[src/rtl/id_ex_reg_pkg.sv]
// Shared CPU package: field widths and the bubble control encoding used by the ID/EX register.
// Latency: n/a (types and constants only).
// Backpressure: n/a.
package id_ex_reg_pkg;

  localparam int RESULT_SRC_W = 2;
  localparam int ALU_SRC_A_W  = 2;
  localparam int ALU_CTRL_W   = 4;
  localparam int REG_ADDR_W   = 5;
  localparam int FUNCT3_W     = 3;
  localparam int BUBBLE_CNT_W = 32;

  // Decoder control word carried from ID into EX.
  typedef struct packed {
    logic                    reg_write;
    logic                    mem_write;
    logic                    jump;
    logic                    branch;
    logic                    alu_src_b;
    logic [RESULT_SRC_W-1:0] result_src;
    logic [ALU_SRC_A_W-1:0]  alu_src_a;
    logic [ALU_CTRL_W-1:0]   alu_control;
    logic [FUNCT3_W-1:0]     funct3;
  } ctrl_t;

  // A bubble is the all-zero control word: no register write, no memory write,
  // no jump/branch, so nothing downstream has a side effect.
  localparam ctrl_t CTRL_BUBBLE = '0;

endpackage

[src/rtl/id_ex_reg_pipe_reg.sv]
// Generic pipeline register slice with enable and synchronous clear.
// Latency: 1 cycle d->q.
// Backpressure: en=0 holds q; clr wins over en and loads zero.
//
// Ports: clk, rst_n (async active-low clear), en (load enable), clr (sync clear),
//        d (next value), q (registered value).
module pipe_reg #(
  parameter int WIDTH = 1
) (
  input  logic             clk,
  input  logic             rst_n,
  input  logic             en,
  input  logic             clr,
  input  logic [WIDTH-1:0] d,
  output logic [WIDTH-1:0] q
);

  always_ff @(posedge clk or negedge rst_n) begin
    if (!rst_n) begin
      q <= '0;
    end else if (clr) begin
      q <= '0;
    end else if (en) begin
      q <= d;
    end
  end

endmodule

[src/rtl/id_ex_reg.sv]
// ID/EX pipeline register: captures decoder controls, operands and PC values for EX.
// Latency: exactly 1 cycle D->E; every output is a flop, no input->output comb path.
// Backpressure: stall holds all E fields; flush loads a bubble (all zero, validE=0) and wins over stall.
//
// Ports: clk, rst_n (async active-low); stall, flush; *D decoder/operand inputs;
//        matching *E outputs; validE (EX holds a real instruction);
//        bubble_cnt (count of flush edges, wraps at 2^32).
// Optional feature: define ID_EX_PERF_CNT_EN to build the bubble counter;
//        otherwise bubble_cnt is tied to zero and has no flops.
module id_ex_reg
  import id_ex_reg_pkg::*;
#(
  parameter int XLEN = 32
) (
  input  logic                    clk,
  input  logic                    rst_n,
  input  logic                    stall,
  input  logic                    flush,
  input  logic                    RegWriteD,
  input  logic                    MemWriteD,
  input  logic                    JumpD,
  input  logic                    BranchD,
  input  logic                    ALUSrcBD,
  input  logic [RESULT_SRC_W-1:0] ResultSrcD,
  input  logic [ALU_SRC_A_W-1:0]  ALUSrcAD,
  input  logic [ALU_CTRL_W-1:0]   ALUControlD,
  input  logic [XLEN-1:0]         RD1D,
  input  logic [XLEN-1:0]         RD2D,
  input  logic [XLEN-1:0]         ImmExtD,
  input  logic [XLEN-1:0]         PCD,
  input  logic [XLEN-1:0]         PCPlus4D,
  input  logic [REG_ADDR_W-1:0]   Rs1D,
  input  logic [REG_ADDR_W-1:0]   Rs2D,
  input  logic [REG_ADDR_W-1:0]   RdD,
  input  logic [FUNCT3_W-1:0]     funct3D,
  output logic                    RegWriteE,
  output logic                    MemWriteE,
  output logic                    JumpE,
  output logic                    BranchE,
  output logic                    ALUSrcBE,
  output logic [RESULT_SRC_W-1:0] ResultSrcE,
  output logic [ALU_SRC_A_W-1:0]  ALUSrcAE,
  output logic [ALU_CTRL_W-1:0]   ALUControlE,
  output logic [XLEN-1:0]         RD1E,
  output logic [XLEN-1:0]         RD2E,
  output logic [XLEN-1:0]         ImmExtE,
  output logic [XLEN-1:0]         PCE,
  output logic [XLEN-1:0]         PCPlus4E,
  output logic [REG_ADDR_W-1:0]   Rs1E,
  output logic [REG_ADDR_W-1:0]   Rs2E,
  output logic [REG_ADDR_W-1:0]   RdE,
  output logic [FUNCT3_W-1:0]     funct3E,
  output logic                    validE,
  output logic [BUBBLE_CNT_W-1:0] bubble_cnt
);

  logic  ld_en;
  ctrl_t ctrl_d;

  // Stall only gates the load; flush is handled as the slices' clear so it
  // overrides a simultaneous stall.
  assign ld_en = ~stall;

  // The control word presented to the slices is already the bubble encoding
  // during a flush, so controls never depend on clear/enable ordering alone.
  always_comb begin
    ctrl_d = CTRL_BUBBLE;
    if (!flush) begin
      ctrl_d.reg_write   = RegWriteD;
      ctrl_d.mem_write   = MemWriteD;
      ctrl_d.jump        = JumpD;
      ctrl_d.branch      = BranchD;
      ctrl_d.alu_src_b   = ALUSrcBD;
      ctrl_d.result_src  = ResultSrcD;
      ctrl_d.alu_src_a   = ALUSrcAD;
      ctrl_d.alu_control = ALUControlD;
      ctrl_d.funct3      = funct3D;
    end
  end

  // Control fields
  pipe_reg #(.WIDTH(1)) u_reg_write (.clk(clk), .rst_n(rst_n), .en(ld_en), .clr(flush),
                                     .d(ctrl_d.reg_write), .q(RegWriteE));
  pipe_reg #(.WIDTH(1)) u_mem_write (.clk(clk), .rst_n(rst_n), .en(ld_en), .clr(flush),
                                     .d(ctrl_d.mem_write), .q(MemWriteE));
  pipe_reg #(.WIDTH(1)) u_jump      (.clk(clk), .rst_n(rst_n), .en(ld_en), .clr(flush),
                                     .d(ctrl_d.jump), .q(JumpE));
  pipe_reg #(.WIDTH(1)) u_branch    (.clk(clk), .rst_n(rst_n), .en(ld_en), .clr(flush),
                                     .d(ctrl_d.branch), .q(BranchE));
  pipe_reg #(.WIDTH(1)) u_alu_src_b (.clk(clk), .rst_n(rst_n), .en(ld_en), .clr(flush),
                                     .d(ctrl_d.alu_src_b), .q(ALUSrcBE));
  pipe_reg #(.WIDTH(RESULT_SRC_W)) u_result_src (.clk(clk), .rst_n(rst_n), .en(ld_en), .clr(flush),
                                                 .d(ctrl_d.result_src), .q(ResultSrcE));
  pipe_reg #(.WIDTH(ALU_SRC_A_W)) u_alu_src_a (.clk(clk), .rst_n(rst_n), .en(ld_en), .clr(flush),
                                               .d(ctrl_d.alu_src_a), .q(ALUSrcAE));
  pipe_reg #(.WIDTH(ALU_CTRL_W)) u_alu_control (.clk(clk), .rst_n(rst_n), .en(ld_en), .clr(flush),
                                                .d(ctrl_d.alu_control), .q(ALUControlE));
  pipe_reg #(.WIDTH(FUNCT3_W)) u_funct3 (.clk(clk), .rst_n(rst_n), .en(ld_en), .clr(flush),
                                         .d(ctrl_d.funct3), .q(funct3E));

  // Operand and PC fields, captured verbatim
  pipe_reg #(.WIDTH(XLEN)) u_rd1     (.clk(clk), .rst_n(rst_n), .en(ld_en), .clr(flush),
                                      .d(RD1D), .q(RD1E));
  pipe_reg #(.WIDTH(XLEN)) u_rd2     (.clk(clk), .rst_n(rst_n), .en(ld_en), .clr(flush),
                                      .d(RD2D), .q(RD2E));
  pipe_reg #(.WIDTH(XLEN)) u_imm_ext (.clk(clk), .rst_n(rst_n), .en(ld_en), .clr(flush),
                                      .d(ImmExtD), .q(ImmExtE));
  pipe_reg #(.WIDTH(XLEN)) u_pc      (.clk(clk), .rst_n(rst_n), .en(ld_en), .clr(flush),
                                      .d(PCD), .q(PCE));
  pipe_reg #(.WIDTH(XLEN)) u_pc_plus4 (.clk(clk), .rst_n(rst_n), .en(ld_en), .clr(flush),
                                       .d(PCPlus4D), .q(PCPlus4E));

  // Register address fields
  pipe_reg #(.WIDTH(REG_ADDR_W)) u_rs1 (.clk(clk), .rst_n(rst_n), .en(ld_en), .clr(flush),
                                        .d(Rs1D), .q(Rs1E));
  pipe_reg #(.WIDTH(REG_ADDR_W)) u_rs2 (.clk(clk), .rst_n(rst_n), .en(ld_en), .clr(flush),
                                        .d(Rs2D), .q(Rs2E));
  pipe_reg #(.WIDTH(REG_ADDR_W)) u_rd  (.clk(clk), .rst_n(rst_n), .en(ld_en), .clr(flush),
                                        .d(RdD), .q(RdE));

  // Any non-flushed load means EX now holds a real instruction.
  pipe_reg #(.WIDTH(1)) u_valid (.clk(clk), .rst_n(rst_n), .en(ld_en), .clr(flush),
                                 .d(1'b1), .q(validE));

`ifdef ID_EX_PERF_CNT_EN
  logic [BUBBLE_CNT_W-1:0] bubble_cnt_q;

  // Counts every flush edge, stalled or not; wraps silently.
  always_ff @(posedge clk or negedge rst_n) begin
    if (!rst_n) begin
      bubble_cnt_q <= '0;
    end else if (flush) begin
      bubble_cnt_q <= bubble_cnt_q + BUBBLE_CNT_W'(1);
    end
  end

  assign bubble_cnt = bubble_cnt_q;
`else
  assign bubble_cnt = '0;
`endif

endmodule

[config.mk]
export PLATFORM = sky130hd
export DESIGN_NAME = id_ex_reg
export DESIGN_NICKNAME = d
export VERILOG_FILES = /design/src/rtl/id_ex_reg_pkg.sv /design/src/rtl/id_ex_reg_pipe_reg.sv /design/src/rtl/id_ex_reg.sv
export SDC_FILE = /design/constraint.sdc
export NUM_CORES = 1
export LEC_CHECK = 0
export CAP_MARGIN = 25
export CORE_AREA = 8 8 156 158
export DETAILED_ROUTE_END_ITERATION = 8
export DIE_AREA = 0 0 164 166
export PLACE_DENSITY = 0.77
export REMOVE_ABC_BUFFERS = 1
export SLEW_MARGIN = 20
export SYNTH_ARGS = -nofsm -noshare
export SYNTH_HDL_FRONTEND = slang
export SYNTH_SLANG_ARGS = --single-unit
export TNS_END_PERCENT = 30
[constraint.sdc]
create_clock -name clk -period 1.6 [get_ports clk]
set_clock_uncertainty 0.1 [all_clocks]
set_input_delay 0.32 -clock clk [delete_from_list [all_inputs] [get_ports clk]]
set_output_delay 0.32 -clock clk [all_outputs]
set_load 0.03 [all_outputs]
==> results of run 1 <==
## final timing paths
check                           startpoint  cells after the start                end  slack (ns)
max in group asynchronous            rst_n                      3  u_result_src.q[0]        0.55
worst min register to register  u_rd2.q[3]                      2         u_rd2.q[3]        0.42
worst max-delay path            u_pc.q[11]                      1            PCE[11]        0.05
worst max register to register   u_pc.q[8]                      2          u_pc.q[8]        0.76
worst min-delay path                 flush                      2         u_pc.q[21]        0.16
min in group asynchronous            rst_n                      2        u_rd1.q[29]        0.25
## kinds of logic (layout without fill, tap and decap cells)
group	Yosys count	in the layout	share of synthesized area [%]
compound gates	1	1	0.0610
buf+inv	76	448	9.15
flops	192	192	58.7
mux	191	191	23.3
other cells	1	32	0.0458
simple gates	191	191	8.75
## Yosys cell counts, drive strengths merged
cell type	n	area share, %
a21oi	1	0.061
buf	63	8.6
clkbuf	12	0.55
conb	1	0.046
dfrtp	192	59
inv	1	0.046
mux2i	191	23
nor2	191	8.8
## what timing repair did
item                                   4_1_cts  5_1_grt
buffers inserted                             0        0
gates resized for setup                    522       53
setup endpoints to repair                  192       53
hold buffers                                 1        0
endpoints found under the hold margin       42        0
## layout make-up
class | count | area (um^2)
fillers | 1842 | 9430
inverters | 1 | 3.75
repair buffers | 415 | 4160
multi-input cells | 415 | 2750
clock buffers | 20 | 457
clock inverters | 12 | 120
well taps | 285 | 357
flip-flops and latches | 192 | 4800
## per-stage QoR
stage          TNS [ns]  instances  hold WS (ns)  power, uW
6_report              0       1340         0.165      11900
5_1_grt               0       1340         0.149      12400
4_1_cts         -0.0168       1340         0.150      12100
3_5_place_dp          0       1307         0.140       8010
3_3_place_gp          0       1307         0.140       7970
2_1_floorplan         0        608       -0.0756       6420
## state kept, by name, summed over array words and instances (netlist names), 2 cells and up
register and flops:
u_result_src.q 2, u_rs1.q 5, u_pc.q 32, u_rd.q 5, u_rd2.q 32, u_rd1.q 32
u_pc_plus4.q 32, u_funct3.q 3, u_imm_ext.q 32, u_alu_control.q 4, u_alu_src_a.q 2, u_rs2.q 5
## power by group
part	leakage (uW)	total, uW	switching, uW	internal (uW)
clock	0.000284	4180	2030	2150
combinational	0.00336	2500	1400	1100
sequential	0.00255	5270	144	5120
total	0.00619	11900	3570	8370
## layer usage
layer	share of wire, %	vias up	GRT usage [%]
met1	38	3034	20.4
li1	-	2861	-
met4	2.6	0	6.64
met2	50	270	32.0
met3	9.7	38	7.54
met5	0	-	0
==> flow_summary.ini, run 1 <==
[critical_path]
worst-setup-path-type = register to output port
cp-end-kind = output port
cpPeakStageDelay_ns = 0.37
cpLargestDelayFamily = flip-flops
crit_chain = clkdlybuf4s15_1
critical_path_peak_fanout = 2
cp_slowest_cell = dfrtp_1
critical_path_required_ns = 1.18
worst-endpoint-arrival_ns = 1.13
crit_path_start_kind = register
crit_buf_inv = 1

[synth]
postSynthCellCount = 652
sequential_fraction_of_the_synthesis_area_pct = 58.7
synth_seq_cells = 192
yosysUniqueCellTypes = 10
synthesis.area_per_instance_um2 = 12.6
ys_warn_count = 0
area_of_the_mapped_netlist_mm2 = 0.00819

[sta]
max_freq_mhz = 643
setup_viol_count_final = 0
final.setup.worst_slack_ns = 0.0458
post-route-period-util_pct = 97.1
finalHoldViolCount = 0
maxSlewViolCount = 0
final_period_minus_worst_setup_slack_ns = 1.55
rsz0062_at_grt = no

[placement]
finalWeightedCongestion = 0.771
area_after_dpl_mm2 = 0.0122
post-place-ws_ns = 0.126
detailed_place_hpwl_um = 19700
port_buffers = 386

[clocking]
cts_max_path_buffers = 2
cts_tree = yes
clk_latency_ns = 0.42
h-tree-depth = 4
clk_transition_reported_paths_ns = 0.07
clock_sinks = 192
cts-root-buf = clkbuf_16
cts_buffers = 17

[drt]
dr_total_vias = 6203
post_drt_via_cell_ratio = 4.63
detail_route.drc_violations = 0
postRouteAntennaNets = 0
drtPass1Iterations = 4
drt-total-wl_um = 26100
post_drt_wl_per_cell_um = 19.5
initialDrtViolationCount = 234

[global_route]
grt_pass1_vias = 6719
grt_usage_pct = 18.6
grt_start_max_net_pins = 52
grt_pass1_wl_um = 39300
number_of_antenna_violations_at_the_first_check_in_global_routing = 0
grt_overflow = 0

[worst_hold_path]
holdCritPathClass = input pin to register

[layout]
postLayoutCellArea_mm2 = 0.0127
final_core_util_pct = 57.3
area_delta_synth_final_pct = 54.5
finalNetCount = 1237
drive_gt1_share_pct = 24.0
final_cell_mix = 192 x dfrtp_1, 191 x mux2i_1, 191 x nor2_1, 191 x clkdlybuf4s50_1, 138 x clkdlybuf4s15_2
antenna-diode-count = 0
layout.cells.most_common = dfrtp_1

[floorplan]
initial_utilization_pct = 37.1
floorplan.die_area_mm2 = 0.0272
floorplan.die.height_um = 166
core_region_area_mm2 = 0.0221
io_pins = 419
row_count = 55
die-width_um = 164

[outcome]
status = finished, final reports clean

[pwr]
p_leak_uw = 0.00619
maximum_vdd_drop_uv = 643
power_density_mw_per_mm2 = 943

[flow_run]
drv_cap = 0
Power figures use the tool's default switching activity.
==> run 2, diff against run 1 <==
==> constraint.sdc (replaced) <==
create_clock -name clk -period 1.6 [get_ports clk]
set_clock_uncertainty 0.1 [all_clocks]
set_input_delay 0.32 -clock clk [delete_from_list [all_inputs] [get_ports clk]]
set_output_delay 0.32 -clock clk [all_outputs]
set_load 0.01 [all_outputs]
==> flow_summary.ini, run 2 (synthesis gave the netlist of run 1 again) <==
[pwr]
p_clk_share_pct = 36.8
comb_power_share_pct = 17.0
total_switching_power_uw = 3050
cell_internal_pwr_uw = 8320
maximum_vdd_drop_uv = 658
p_total_uw = 11400
power.share.sequential_pct = 46.3
power_density_mw_per_mm2 = 906
netSwitchingFraction_pct = 26.9
p_leak_uw = 0.00680

[sta]
sum_neg_setup_slack_ns = 0
max_freq_mhz = 648
finalHoldViolCount = 0
post-route-period-util_pct = 96.5
rsz0062_at_grt = no
setup_viol_count_final = 0
maxSlewViolCount = 0
final_period_minus_worst_setup_slack_ns = 1.54
final.setup.worst_slack_ns = 0.0563

[floorplan]
die-width_um = 164
initial_utilization_pct = 37.1
floorplan.die_area_mm2 = 0.0272
row_count = 55
io_pins = 419
floorplan.die.height_um = 166
core_region_area_mm2 = 0.0221

[critical_path]
crit_chain = dlygate4sd2_1
cpLargestDelayFamily = flip-flops
critical_path_cell_count = 1
critical_path_peak_fanout = 2
reg2regPathDepth = 2
cpPeakStageDelay_ns = 0.39
critical_path_required_ns = 1.18
crit_path_start_kind = register
worst-endpoint-arrival_ns = 1.12
cp_slowest_cell = dfrtp_1
crit_buf_inv = 1
worst-setup-path-type = register to output port
cp-end-kind = output port

[flow_run]
drv_cap = 0

[clocking]
cts_max_path_buffers = 2
clk_transition_reported_paths_ns = 0.08
clock_sinks = 192
clk_latency_ns = 0.43
cts-root-buf = clkbuf_16
cts_buffers = 17
h-tree-depth = 4
cts_tree = yes

[global_route]
grt_pass1_wl_um = 38700
grt_overflow = 0
number_of_antenna_violations_at_the_first_check_in_global_routing = 0
grt_usage_pct = 18.2
grt_start_max_net_pins = 43
grt_pass1_vias = 6600

[layout]
final_core_util_pct = 56.9
finalNetCount = 1240
area_delta_synth_final_pct = 53.3
layout.cells.most_common = dfrtp_1
final_cell_mix = 192 x dfrtp_1, 191 x mux2i_1, 191 x nor2_1, 191 x clkdlybuf4s50_1, 189 x dlygate4sd2_1
drive_gt1_share_pct = 6.14
antenna-diode-count = 0

[drt]
initialDrtViolationCount = 254
postRouteAntennaNets = 0
post_drt_wl_per_cell_um = 18.6
detail_route.drc_violations = 0
dr_total_vias = 6169
post_drt_via_cell_ratio = 4.59
drt-total-wl_um = 24900
drtPass1Iterations = 4

[placement]
post-place-ws_ns = 0.173
detailed_place_hpwl_um = 19300
finalWeightedCongestion = 0.760
port_buffers = 386

[outcome]
status = finished, final reports clean

[worst_hold_path]
hold_path_depth = 2
holdCritPathClass = input pin to register
-- run 2: path summary, 6_finish.rpt --
check | startpoint | end | slack [ns]
hold reg to reg | u_rs2.q[0] | u_rs2.q[0] | 0.42
setup reg to reg | u_pc.q[30] | u_pc.q[30] | 0.75
setup / recovery | u_rd2.q[24] | RD2E[24] | 0.06
min in group asynchronous | rst_n | u_alu_src_b.q | 0.28
hold / removal | flush | u_funct3.q[2] | 0.14
max in group asynchronous | rst_n | u_rd2.q[12] | 0.53
-- run 2: what timing repair did --
action | CTS | global route
hold buffers | 1 | 0
endpoints found under the setup margin | 192 | 3
setup buffers | 0 | 0
resized for setup | 192 | 3
endpoints found under the hold margin | 25 | 0
-- run 2: cell type report --
type / instances / area (um^2)
clock inverter: 12 / 115
clock buffer: 20 / 457
inverter: 1 / 3.75
fill: 1910 / 9530
timing repair buffer: 418 / 4070
multi-input combinational: 415 / 2750
tap: 285 / 357
sequential: 192 / 4800
-- run 2: metrics by stage --
stage | cells | cell area [um^2] | hold slack (ns)
2_1_floorplan | 608 | 7560 | -0.0756
3_3_place_gp | 1310 | 12200 | 0.178
3_5_place_dp | 1310 | 12200 | 0.179
4_1_cts | 1343 | 12600 | 0.115
5_1_grt | 1343 | 12600 | 0.128
6_report | 1343 | 12600 | 0.137
-- run 2: power by group through the flow --
stage | logic, uW | clock network, uW | registers, uW
after CTS | 1970 | 4310 | 5260
after global placement | 2130 | 0 | 5350
after global routing | 2090 | 4470 | 5300
after floorplan | 443 | 0 | 5490
after detailed placement | 2150 | 0 | 5370
final | 1930 | 4180 | 5260
-- run 2: routing by layer --
layer  global-route usage [%]  part of all wire [%]  up-vias
li1                         -                     -     2873
met1                     20.3                    38     3008
met2                     31.5                    50      260
met3                     6.72                    10       28
met4                     5.89                   1.9        0
met5                        0                     0        -
==> run 3, diff against run 2 <==
--- a/config.mk
+++ b/config.mk
@@ -11,8 +11,7 @@
 export DIE_AREA = 0 0 164 166
 export PLACE_DENSITY = 0.77
 export REMOVE_ABC_BUFFERS = 1
-export SLEW_MARGIN = 20
 export SYNTH_ARGS = -nofsm -noshare
 export SYNTH_HDL_FRONTEND = slang
 export SYNTH_SLANG_ARGS = --single-unit
-export TNS_END_PERCENT = 30
+export TNS_END_PERCENT = 20
==> constraint.sdc (replaced) <==
create_clock -name clk -period 1.6 [get_ports clk]
set_clock_uncertainty 0.1 [all_clocks]
set_input_delay 0.48 -clock clk [delete_from_list [all_inputs] [get_ports clk]]
set_output_delay 0.48 -clock clk [all_outputs]
set_load 0.01 [all_outputs]
==> flow_summary.ini, run 3 (synthesis gave the netlist of run 1 again) <==
[sta]
hold-worst-slack_ns = 0.308
rsz0062_at_grt = yes
setup_viol_count_final = 0
max_freq_mhz = 645
final_period_minus_worst_setup_slack_ns = 1.55
finalHoldViolCount = 0
maxSlewViolCount = 0
post-route-period-util_pct = 96.9

[floorplan]
die-width_um = 164
row_count = 55
floorplan.die_area_mm2 = 0.0272
io_pins = 419
core_region_area_mm2 = 0.0221
initial_utilization_pct = 37.1
floorplan.die.height_um = 166

[clocking]
clk_transition_reported_paths_ns = 0.08
cts_buffers = 17
clock_sinks = 192
cts_tree = yes
clk_latency_ns = 0.42
cts-root-buf = clkbuf_16
cts_max_path_buffers = 2
h-tree-depth = 4

[drt]
detail_route.drc_violations = 0
initialDrtViolationCount = 280
post_drt_wl_per_cell_um = 19.2
postRouteAntennaNets = 0
drtPass1Iterations = 4
post_drt_via_cell_ratio = 4.58
drt-total-wl_um = 25900
dr_total_vias = 6164

[global_route]
grt_usage_pct = 18.9
grt_pass1_vias = 6873
number_of_antenna_violations_at_the_first_check_in_global_routing = 0
grt_start_max_net_pins = 50
grt_pass1_wl_um = 40000
grt_overflow = 0

[layout]
final_core_util_pct = 53.5
final_cell_mix = 192 x dfrtp_1, 191 x mux2i_1, 191 x nor2_1, 191 x clkdlybuf4s50_1, 189 x buf_2
drive_gt1_share_pct = 24.6
finalNetCount = 1244
area_delta_synth_final_pct = 44.2
layout.cells.most_common = dfrtp_1
antenna-diode-count = 0

[worst_hold_path]
hold_path.startpoint = flush
holdCritPathClass = input pin to register
holdPathEnd = u_rd2.q[24]
hold_path_depth = 2

[critical_path]
critical_path_required_ns = 1.02
reg2regPathDepth = 3
cpPeakStageDelay_ns = 0.39
worstReg2RegStart = u_rd2.q[7]
crit_chain = buf_2
worst-endpoint-arrival_ns = 0.97
critical_path_cell_count = 1
setup.worst_path.start = u_imm_ext.q[17]
cp-end-kind = output port
worst-setup-path-type = register to output port
cpLargestDelayFamily = flip-flops
critical_path.reg2reg.endpoint = u_rd2.q[7]
critical_path_peak_fanout = 2
cp_slowest_cell = dfrtp_1
crit_buf_inv = 1
ff2ff_setup_slack_ns = 0.60
crit_path_start_kind = register

[placement]
finalWeightedCongestion = 0.769
port_buffers = 386
detailed_place_hpwl_um = 19700

[pwr]
total_switching_power_uw = 3050
maximum_vdd_drop_uv = 839
netSwitchingFraction_pct = 27.0
p_leak_uw = 0.00638
p_clk_share_pct = 36.9
power_density_mw_per_mm2 = 956
power.share.sequential_pct = 46.6
comb_power_share_pct = 16.6
cell_internal_pwr_uw = 8240

[outcome]
status = finished, final reports clean

[flow_run]
drv_cap = 0
run 3: cell types whose count changed in the layout (fill, tap and decap cells not counted):
cell	change
inv_6	-1
clkdlybuf4s15_1	-3
clkinv_8	+1
buf_12	-6
buf_4	+10
buf_2	+189
buf_6	+3
dlygate4sd2_1	-189
inv_8	-1
clkinv_4	+1
run 3: per-stage QoR:
| stage | setup WS [ns] | cell area (um^2) | setup TNS [ns] | std cells | power, uW |
|---|---|---|---|---|---|
| finish | 0.0496 | 11800 | 0 | 1347 | 11300 |
| global route | -0.00492 | 11800 | -0.0140 | 1347 | 11800 |
| CTS | -0.0564 | 11800 | -0.0564 | 1347 | 11400 |
| detailed placement | 0.0485 | 12100 | 0 | 1308 | 7500 |
| global placement | 0.0987 | 12100 | 0 | 1308 | 7450 |
| floorplan | 0.635 | 7560 | 0 | 608 | 5930 |
run 3: worst max path at each step:
stage / end / slack, ns
floorplan: validE / 0.64
global placement: u_rd1.q[30] / 0.1
detailed placement: u_rd2.q[7] / 0.05
CTS: PCE[21] / -0.06
global route: PCPlus4E[0] / -0.005
finish: ImmExtE[17] / 0.05
run 3: layer usage:
| metal | share of wire, % | up-vias | global-route usage [%] |
|---|---|---|---|
| li1 | - | 2872 | - |
| met5 | 0 | - | 0 |
| met3 | 9.3 | 49 | 7.39 |
| met4 | 3.1 | 0 | 7.28 |
| met2 | 49 | 275 | 31.6 |
| met1 | 39 | 2968 | 21.2 |
run 3: what timing repair did:
item / CTS / global route
cloned: 0 / 0
resized for setup: 767 / 4
hold buffers: 1 / 0
setup endpoints to repair: 192 / 8
hold endpoints to repair: 16 / 0
setup buffers: 6 / 0
run 3: worst register-to-register path, cell delays in order (launching register included):
cell and delay, ns:
dfrtp_1 0.38, buf_4 0.14, mux2i_1 0.21, nor2_1 0.07
run 3: layout make-up:
class,instances,area [um^2]
clock buffers,20,457
repair buffers,422,3320
clock inverters,12,120
fillers,1945,10300
flip-flops and latches,192,4800
multi-input cells,415,2750
inverters,1,3.75
well taps,285,357
run 3: power by group through the flow:
stage                     clock [uW]  sequential, uW  combinational, uW
after detailed placement           0            5360               2140
after global placement             0            5340               2110
final                           4160            5260               1870
after CTS                       4290            5260               1900
after global routing            4470            5290               2030
after floorplan                    0            5490                443
